--- src/rtl/seg7_pkg.sv ---
// Shared constants for the six-digit stopwatch display: segment patterns
// ({g,f,e,d,c,b,a}, active-high), digit count and slot encoding.
package seg7_pkg;

   localparam int NUM_DIGITS = 6;

   typedef logic [2:0] slot_t;
   localparam slot_t SLOT_FIRST = 3'd0;
   localparam slot_t SLOT_LAST  = 3'd5;

   typedef logic [6:0] seg_t;
   localparam seg_t SEG_0    = 7'b0111111;
   localparam seg_t SEG_1    = 7'b0000110;
   localparam seg_t SEG_2    = 7'b1011011;
   localparam seg_t SEG_3    = 7'b1001111;
   localparam seg_t SEG_4    = 7'b1100110;
   localparam seg_t SEG_5    = 7'b1101101;
   localparam seg_t SEG_6    = 7'b1111101;
   localparam seg_t SEG_7    = 7'b0000111;
   localparam seg_t SEG_8    = 7'b1111111;
   localparam seg_t SEG_9    = 7'b1101111;
   localparam seg_t SEG_DASH = 7'b1000000;
   localparam seg_t SEG_OFF  = 7'b0000000;

   // Non-BCD codes render as a dash so a corrupted counter is visible, never blank.
   function automatic seg_t seg7_pattern(input logic [3:0] bcd);
      seg_t pat;
      case (bcd)
         4'd0:    pat = SEG_0;
         4'd1:    pat = SEG_1;
         4'd2:    pat = SEG_2;
         4'd3:    pat = SEG_3;
         4'd4:    pat = SEG_4;
         4'd5:    pat = SEG_5;
         4'd6:    pat = SEG_6;
         4'd7:    pat = SEG_7;
         4'd8:    pat = SEG_8;
         4'd9:    pat = SEG_9;
         default: pat = SEG_DASH;
      endcase
      return pat;
   endfunction

endpackage

--- src/rtl/bcd_to_seg7.sv ---
// Combinational BCD to 7-segment decoder, active-high pattern {g,f,e,d,c,b,a}.
// Output polarity is handled by the caller.
module bcd_to_seg7
   import seg7_pkg::*;
(
   input  logic [3:0] bcd_i,
   output logic [6:0] seg_o
);

   always_comb begin
      seg_o = seg7_pattern(bcd_i);
   end

endmodule

--- src/rtl/seg7_scan.sv ---
// Six-digit multiplexed 7-segment driver: per-frame snapshot of mm:ss:cc,
// left-to-right scan with one dead cycle per slot, lap freeze and mh blanking.
module seg7_scan
   import seg7_pkg::*;
#(
   parameter int SCAN_DIV    = 1000,
   parameter bit SEG_ACT_LOW = 1'b1,
   parameter bit AN_ACT_LOW  = 1'b1
) (
   input  logic       clk,
   input  logic       clr,
   input  logic [3:0] mh,
   input  logic [3:0] ml,
   input  logic [3:0] sh,
   input  logic [3:0] sl,
   input  logic [3:0] msh,
   input  logic [3:0] msl,
   input  logic       freeze,
   input  logic       blank_lz,
   output logic [6:0] seg,
   output logic       dp,
   output logic [5:0] an,
   output logic       frame_done
);

   localparam int                PRE_W    = (SCAN_DIV > 2) ? $clog2(SCAN_DIV) : 1;
   localparam logic [PRE_W-1:0]  PRE_LAST = PRE_W'(SCAN_DIV - 1);
   localparam logic [6:0]        SEG_IDLE = SEG_ACT_LOW ? 7'h7F : 7'h00;
   localparam logic              DP_IDLE  = SEG_ACT_LOW ? 1'b1  : 1'b0;
   localparam logic [5:0]        AN_IDLE  = AN_ACT_LOW  ? 6'h3F : 6'h00;

   logic [PRE_W-1:0]                 pre_q, pre_d;
   slot_t                            slot_q, slot_d;
   logic [NUM_DIGITS-1:0][3:0]       shadow_q, shadow_d;
   logic                             load_pend_q, load_pend_d;
   logic [6:0]                       seg_q, seg_d;
   logic                             dp_q, dp_d;
   logic [5:0]                       an_q, an_d;
   logic                             frame_done_q, frame_done_d;

   logic                             wrap;
   logic                             load;
   logic [2:0]                       digit_idx;
   logic [3:0]                       digit;
   logic [6:0]                       pat;
   logic                             blank;
   logic [6:0]                       seg_ah;
   logic [5:0]                       an_ah;
   logic                             dp_ah;

   // Slot k shows digit 5-k, so the shadow index equals the anode bit.
   always_comb begin
      digit_idx = 3'd5 - slot_q;
      digit     = shadow_q[digit_idx];
   end

   bcd_to_seg7 u_dec (
      .bcd_i (digit),
      .seg_o (pat)
   );

   always_comb begin
      wrap        = (pre_q == PRE_LAST) && (slot_q == SLOT_LAST);
      load        = (wrap || load_pend_q) && !freeze;
      load_pend_d = load_pend_q && !load;

      pre_d  = (pre_q == PRE_LAST) ? '0 : pre_q + 1'b1;
      slot_d = slot_q;
      if (pre_q == PRE_LAST) begin
         slot_d = (slot_q == SLOT_LAST) ? SLOT_FIRST : slot_q + 1'b1;
      end

      shadow_d = shadow_q;
      if (load) begin
         shadow_d = {mh, ml, sh, sl, msh, msl};
      end
   end

   // Output stage: decode the current slot, apply blanking, dead time and polarity.
   always_comb begin
      blank  = blank_lz && (slot_q == SLOT_FIRST) && (shadow_q[5] == 4'd0);
      seg_ah = blank ? SEG_OFF : pat;
      dp_ah  = (slot_q == 3'd1) || (slot_q == 3'd3);

      an_ah = '0;
      if (pre_q != '0) begin
         an_ah[digit_idx] = 1'b1;
      end

      seg_d        = SEG_ACT_LOW ? ~seg_ah : seg_ah;
      dp_d         = SEG_ACT_LOW ? ~dp_ah  : dp_ah;
      an_d         = AN_ACT_LOW  ? ~an_ah  : an_ah;
      frame_done_d = wrap;
   end

   always_ff @(posedge clk or posedge clr) begin
      if (clr) begin
         pre_q        <= '0;
         slot_q       <= SLOT_FIRST;
         shadow_q     <= '0;
         load_pend_q  <= 1'b1;
         seg_q        <= SEG_IDLE;
         dp_q         <= DP_IDLE;
         an_q         <= AN_IDLE;
         frame_done_q <= 1'b0;
      end else begin
         pre_q        <= pre_d;
         slot_q       <= slot_d;
         shadow_q     <= shadow_d;
         load_pend_q  <= load_pend_d;
         seg_q        <= seg_d;
         dp_q         <= dp_d;
         an_q         <= an_d;
         frame_done_q <= frame_done_d;
      end
   end

   assign seg        = seg_q;
   assign dp         = dp_q;
   assign an         = an_q;
   assign frame_done = frame_done_q;

endmodule
--- config.mk ---
export PLATFORM = sky130hd
export DESIGN_NAME = seg7_scan
export DESIGN_NICKNAME = d
export VERILOG_FILES = /design/src/rtl/seg7_pkg.sv /design/src/rtl/bcd_to_seg7.sv /design/src/rtl/seg7_scan.sv
export SDC_FILE = /design/constraint.sdc
export NUM_CORES = 1
export LEC_CHECK = 0
export ABC_AREA = 1
export ABC_CLOCK_PERIOD_IN_PS = 2300
export CORE_MARGIN = 4
export CORE_UTILIZATION = 45
export DETAILED_ROUTE_END_ITERATION = 7
export GPL_TIMING_DRIVEN = 1
export PLACE_DENSITY = 0.75
export SKIP_CTS_REPAIR_TIMING = 1
export SYNTH_ARGS = -nofsm -noshare
export SYNTH_HDL_FRONTEND = slang
export SYNTH_SLANG_ARGS = --single-unit
--- constraint.sdc ---
create_clock -name clk -period 2.3 [get_ports clk]
set_input_delay 0.46 -clock clk [delete_from_list [all_inputs] [get_ports clk]]
set_output_delay 0.46 -clock clk [all_outputs]
set_load 0.03 [all_outputs]
==> results by stage <==
Timing:
- The maximum frequency from static timing analysis is around 0.5 GHz.
- The final-report setup violation count is 0.
- The clock arrives with between 0.01 and 0.015 ns of skew.
- In this run the tightest slew margin relative to its limit is 0.6678.
- Summed over all failing endpoints, the final setup total negative slack is 0 ns.
- The slew of the pin with the lowest slew margin is between 0.4 and 0.5 ns.
- The total count of hold-check failures in the final report is 0.
- Dividing the final minimum period by the clock period gives 0.8875.
- The smallest clock period supported by the final layout is computed as approximately 2.0 ns.
- Setup repair after global routing left no endpoint under its margin.
- The final max-slew violation count was 0.

Yosys:
- The share of synthesized area in the top cell type comes to 0.3537.
- The number of instances in the synthesized netlist is about 330.
- The net count of the mapped netlist is about 370.
- The number of warnings issued by yosys is 0.
- The dominant register cell in the synthesized netlist is sky130_fd_sc_hd__dfrtp_1.
- Sorting the synthesized cells by how often they occur yields sky130_fd_sc_hd__nand2_1, sky130_fd_sc_hd__nand3_1, sky130_fd_sc_hd__dfrtp_1.
- The most common cell in the synthesized netlist is sky130_fd_sc_hd__nand2_1.
- In the post-synthesis netlist, the biggest area contributors are sky130_fd_sc_hd__dfrtp_1, sky130_fd_sc_hd__dfstp_2, sky130_fd_sc_hd__nand2_1, sky130_fd_sc_hd__nand3_1, sky130_fd_sc_hd__ha_1.
- The distinct cell type count of the synthesized netlist is 26.
- The number of flip-flops and latches in the synthesized netlist is between 50 and 60.
- The cell area that synthesis handed to floorplanning was between 2000 and 3000 µm².
- The average cell area after synthesis is ~8.2 µm².
- The proportion of synthesized flip-flops having asynchronous set or reset is 1.000.
- The number of enable-type register cells in the synthesized netlist is 0.
- For this run, the register share of the synthesized area comes to 0.5002.
- The cell taking the most area after synthesis is sky130_fd_sc_hd__dfrtp_1.

Setup path:
- The signal on the critical path passes through inv_1 -> ha_4 -> nor2_1 -> o21ai_0 -> o21ai_0 -> ha_1 -> inv_1 -> nand2_1 -> nand3_1 -> nand3_1.
- The worst register-to-register path begins at slot_q[2]$_DFFE_PP0N_.
- The most critical setup path has its endpoint at seg[5]$_DFF_PP1_.
- The standard cell with the maximum stage delay on the critical path is sky130_fd_sc_hd__dfrtp_1.
- The sort of element at the start of the critical path is a flop.
- The largest fanout on the critical path is 8.
- The type of the worst setup path is reg2reg.
- The kind of cell with the highest combined delay along the critical path is adder cells.
- Counting both buffers and inverters, the worst setup path holds a total of 2.
- The cell count of the worst reg-to-reg path is 10.
- The data required time at the worst endpoint is between 2 and 3 ns.
- The setup check on the worst reg-to-reg path leaves a slack of between 0.2 and 0.3 ns.
- The endpoint kind of the worst setup timing path is a flop.
- At the worst endpoint, the arrival time is roughly 2.3 ns.
- The source of the critical timing path is slot_q[2]$_DFFE_PP0N_.
- The destination of the worst register-to-register timing path is seg[5]$_DFF_PP1_.
- The delay of the slowest critical-path stage is around 0.4 ns.
- The count of cell instances traversed by the critical path is 10.

Drt:
- The detail route stage leaves a number of antenna-violating nets equal to 0.
- After detailed routing, the wire length on met1 is around 2400 µm.
- The post-detailed-route wirelength per cell is ~12 µm.
- After detailed routing, the number of vias per cell comes to roughly 4.8.
- For this run, design rule violations remaining after detail routing come to 0.
- The number of violations reported at the end of detailed-routing iteration 0 is 75.
- The wire length on met2 is 2305 µm.
- The highest layer touched by signal routing is met4.
- The first detailed-routing pass ran for 4 iterations.
- The via total after detailed routing is between 2,000 and 2,500.
- The met3 wire length is between 200 and 300 µm.
- For this block, the routed nets add up to between 5000 and 6000 µm of wire.

CTS:
- The later-pin clock latency in the skew report is 0.31 ns.
- TritonCTS built the clock tree.
- In this run, CTS created clock tree buffers numbering 5.
- The tree built by TritonCTS fans out to between 50 and 60 sinks.
- The CTS H-tree depth is 2.
- The clock-pin slew of the registers on the worst-case setup and hold paths is 0.09 ns.
- Clock tree synthesis selected as its root buffer the cell sky130_fd_sc_hd__clkbuf_8.
- The clock passes through at most 2 buffers.

Layout:
- For this run, the post-layout net count is a little over 400.
- The layout has 520 filler cells.
- The area added between synthesis and finish is 23.96%.
- The proportion of layout cells with a drive suffix above 1 is 0.1123.
- The number of antenna diodes in the final layout is 0.
- After routing the design area is between 3000 and 4000 µm².
- The final standard cell utilization of the core is 0.5908.

Global routing:
- The wire length of the first global-routing pass is between 8000 and 9000 µm.
- Entering global routing, the biggest net connects 32 pins.
- The number of global-route vias before repair was roughly 2,100.
- The initial antenna violation count was 0.
- Across every metal layer, demand over resource in global routing totals 0.1487.
- The total grt overflow is 0.

Die:
- From left edge to right edge, the die measures ~85 µm.
- The core outline area is ~5600 µm².
- The vertical die dimension is around 85 µm.
- The total I/O pin count is 43.
- The effective utilization at floorplan is 0.4766.
- In this run the core area contains 27 standard-cell rows.
- The die outline area is just over 7000 µm².

Pwr:
- The post-route total power is 1.689 mW.
- The proportion of power drawn by the clock network is 0.380.
- In this run the static leakage power is between 1.5 and 2 nW.
- The portion of total power attributed to combinational logic is 0.062.
- For this design the total switching power over the nets is ~0.34 mW.
- The proportion of power drawn by flip-flops and latches is 0.558.
- Dividing total power by cell area gives a power density of around 510 nW/µm².
- The worst voltage drop across the vdd grid is about 0.3 mV.
- Of the total power, the share spent switching nets is 0.1991.
- The internal power of the cells totals 1.353 mW.

Hold path:
- The tightest min-delay check is of the reg2reg type.

Flow run:
- The count of maximum capacitance violations is 0.

Place:
- The placed instances occupy a cell area of roughly 3200 µm².
- Buffers placed on the I/O ports in this run total 42.
- The routability congestion estimate from global placement is 0.9186.
- Summed over all nets, the half-perimeter wirelength after detailed placement is between 3000 and 4000 µm.

Run status:
- The run finished with clean final reports.
[cells in the final DEF (no fill, tap or decap)]
cell type	n
sky130_fd_sc_hd__nand3_4	1
sky130_fd_sc_hd__buf_4	7
sky130_fd_sc_hd__dfstp_2	15
sky130_fd_sc_hd__clkdlybuf4s50_1	42
sky130_fd_sc_hd__a21oi_2	2
sky130_fd_sc_hd__o21bai_4	1
sky130_fd_sc_hd__nand2_1	98
sky130_fd_sc_hd__a31oi_1	2
sky130_fd_sc_hd__nor2_1	30
sky130_fd_sc_hd__inv_1	35
sky130_fd_sc_hd__buf_12	1
sky130_fd_sc_hd__a211oi_1	1
sky130_fd_sc_hd__inv_2	2
sky130_fd_sc_hd__nand3_1	49
sky130_fd_sc_hd__nor2_2	1
sky130_fd_sc_hd__bufinv_16	1
sky130_fd_sc_hd__and3_1	2
sky130_fd_sc_hd__ha_1	13
sky130_fd_sc_hd__or2_2	1
sky130_fd_sc_hd__xor2_1	1
sky130_fd_sc_hd__ha_4	1
sky130_fd_sc_hd__dfrtp_1	38
sky130_fd_sc_hd__o21ai_0	12
sky130_fd_sc_hd__clkbuf_1	1
sky130_fd_sc_hd__clkbuf_8	6
sky130_fd_sc_hd__a21oi_1	7
sky130_fd_sc_hd__nand2_2	1
sky130_fd_sc_hd__nor4_1	1
sky130_fd_sc_hd__nand2_4	1
sky130_fd_sc_hd__nor3_2	1
[power groups by stage]
stage	clock network (mW)	logic (mW)	registers (mW)
finish	0.642	0.105	0.942
global route	0.691	0.114	0.943
CTS	0.662	0.107	0.943
detailed placement	0	0.107	0.960
global placement	0	0.105	0.960
floorplan	0	0.0252	0.972
[layer usage]
layer / vias to the layer above / global-route usage
met5: - / 0
met1: 978 / 0.1858
li1: 1120 / -
met2: 51 / 0.2472
met4: 0 / 0.07050
met3: 13 / 0.02816
[metrics by stage]
stage,setup WS (ns),std cells,hold WS [ns]
global placement,0.2336,437,0.4320
detailed placement,0.1095,437,0.4397
floorplan,0.2141,326,0.4234
finish,0.2588,446,0.4488
global route,0.009524,446,0.4709
CTS,0.08761,445,0.4541
[layout make-up]
cell class | count | area [µm²] | area share
well taps | 72 | 90.09 | 0.02703
multi-input cells | 226 | 1150 | 0.3450
flip-flops and latches | 53 | 1345 | 0.4035
inverters | 37 | 138.9 | 0.04167
repair buffers | 50 | 493.0 | 0.1479
clock inverters | 1 | 30.03 | 0.009009
clock buffers | 7 | 86.33 | 0.02590
[worst min path at each step]
stage | end | depth (start not counted) | startpoint
2_1_floorplan | load_pend_q$_DFF_PP1_ | 2 | load_pend_q$_DFF_PP1_
3_3_place_gp | load_pend_q$_DFF_PP1_ | 2 | load_pend_q$_DFF_PP1_
3_5_place_dp | load_pend_q$_DFF_PP1_ | 2 | load_pend_q$_DFF_PP1_
4_1_cts | load_pend_q$_DFF_PP1_ | 2 | load_pend_q$_DFF_PP1_
5_1_grt | load_pend_q$_DFF_PP1_ | 2 | load_pend_q$_DFF_PP1_
6_report | load_pend_q$_DFF_PP1_ | 2 | load_pend_q$_DFF_PP1_
[worst register-to-register path: cells and delay by family (launching register included)]
family	cells	cell delay [ns]
compound gates	2	0.49
flops	1	0.40
buf+inv	2	0.22
simple gates	4	0.40
fa+ha+maj	2	0.48
[kinds of logic after synthesis]
kind of cell / Yosys count / share of synthesized area
compound gates: 25 / 0.05351
xor+xnor: 1 / 0.003258
fa+ha+maj: 14 / 0.06515
buf+inv: 47 / 0.07957
flops: 53 / 0.5002
simple gates: 186 / 0.2983
[registers in the layout (all words and copies together) (netlist names)]
signal,flops
slot_q,3
seg,7
pre_q,10
dp,1
load_pend_q,1
shadow_q,24
an,6
frame_done,1
Power figures use the tool's default switching activity.
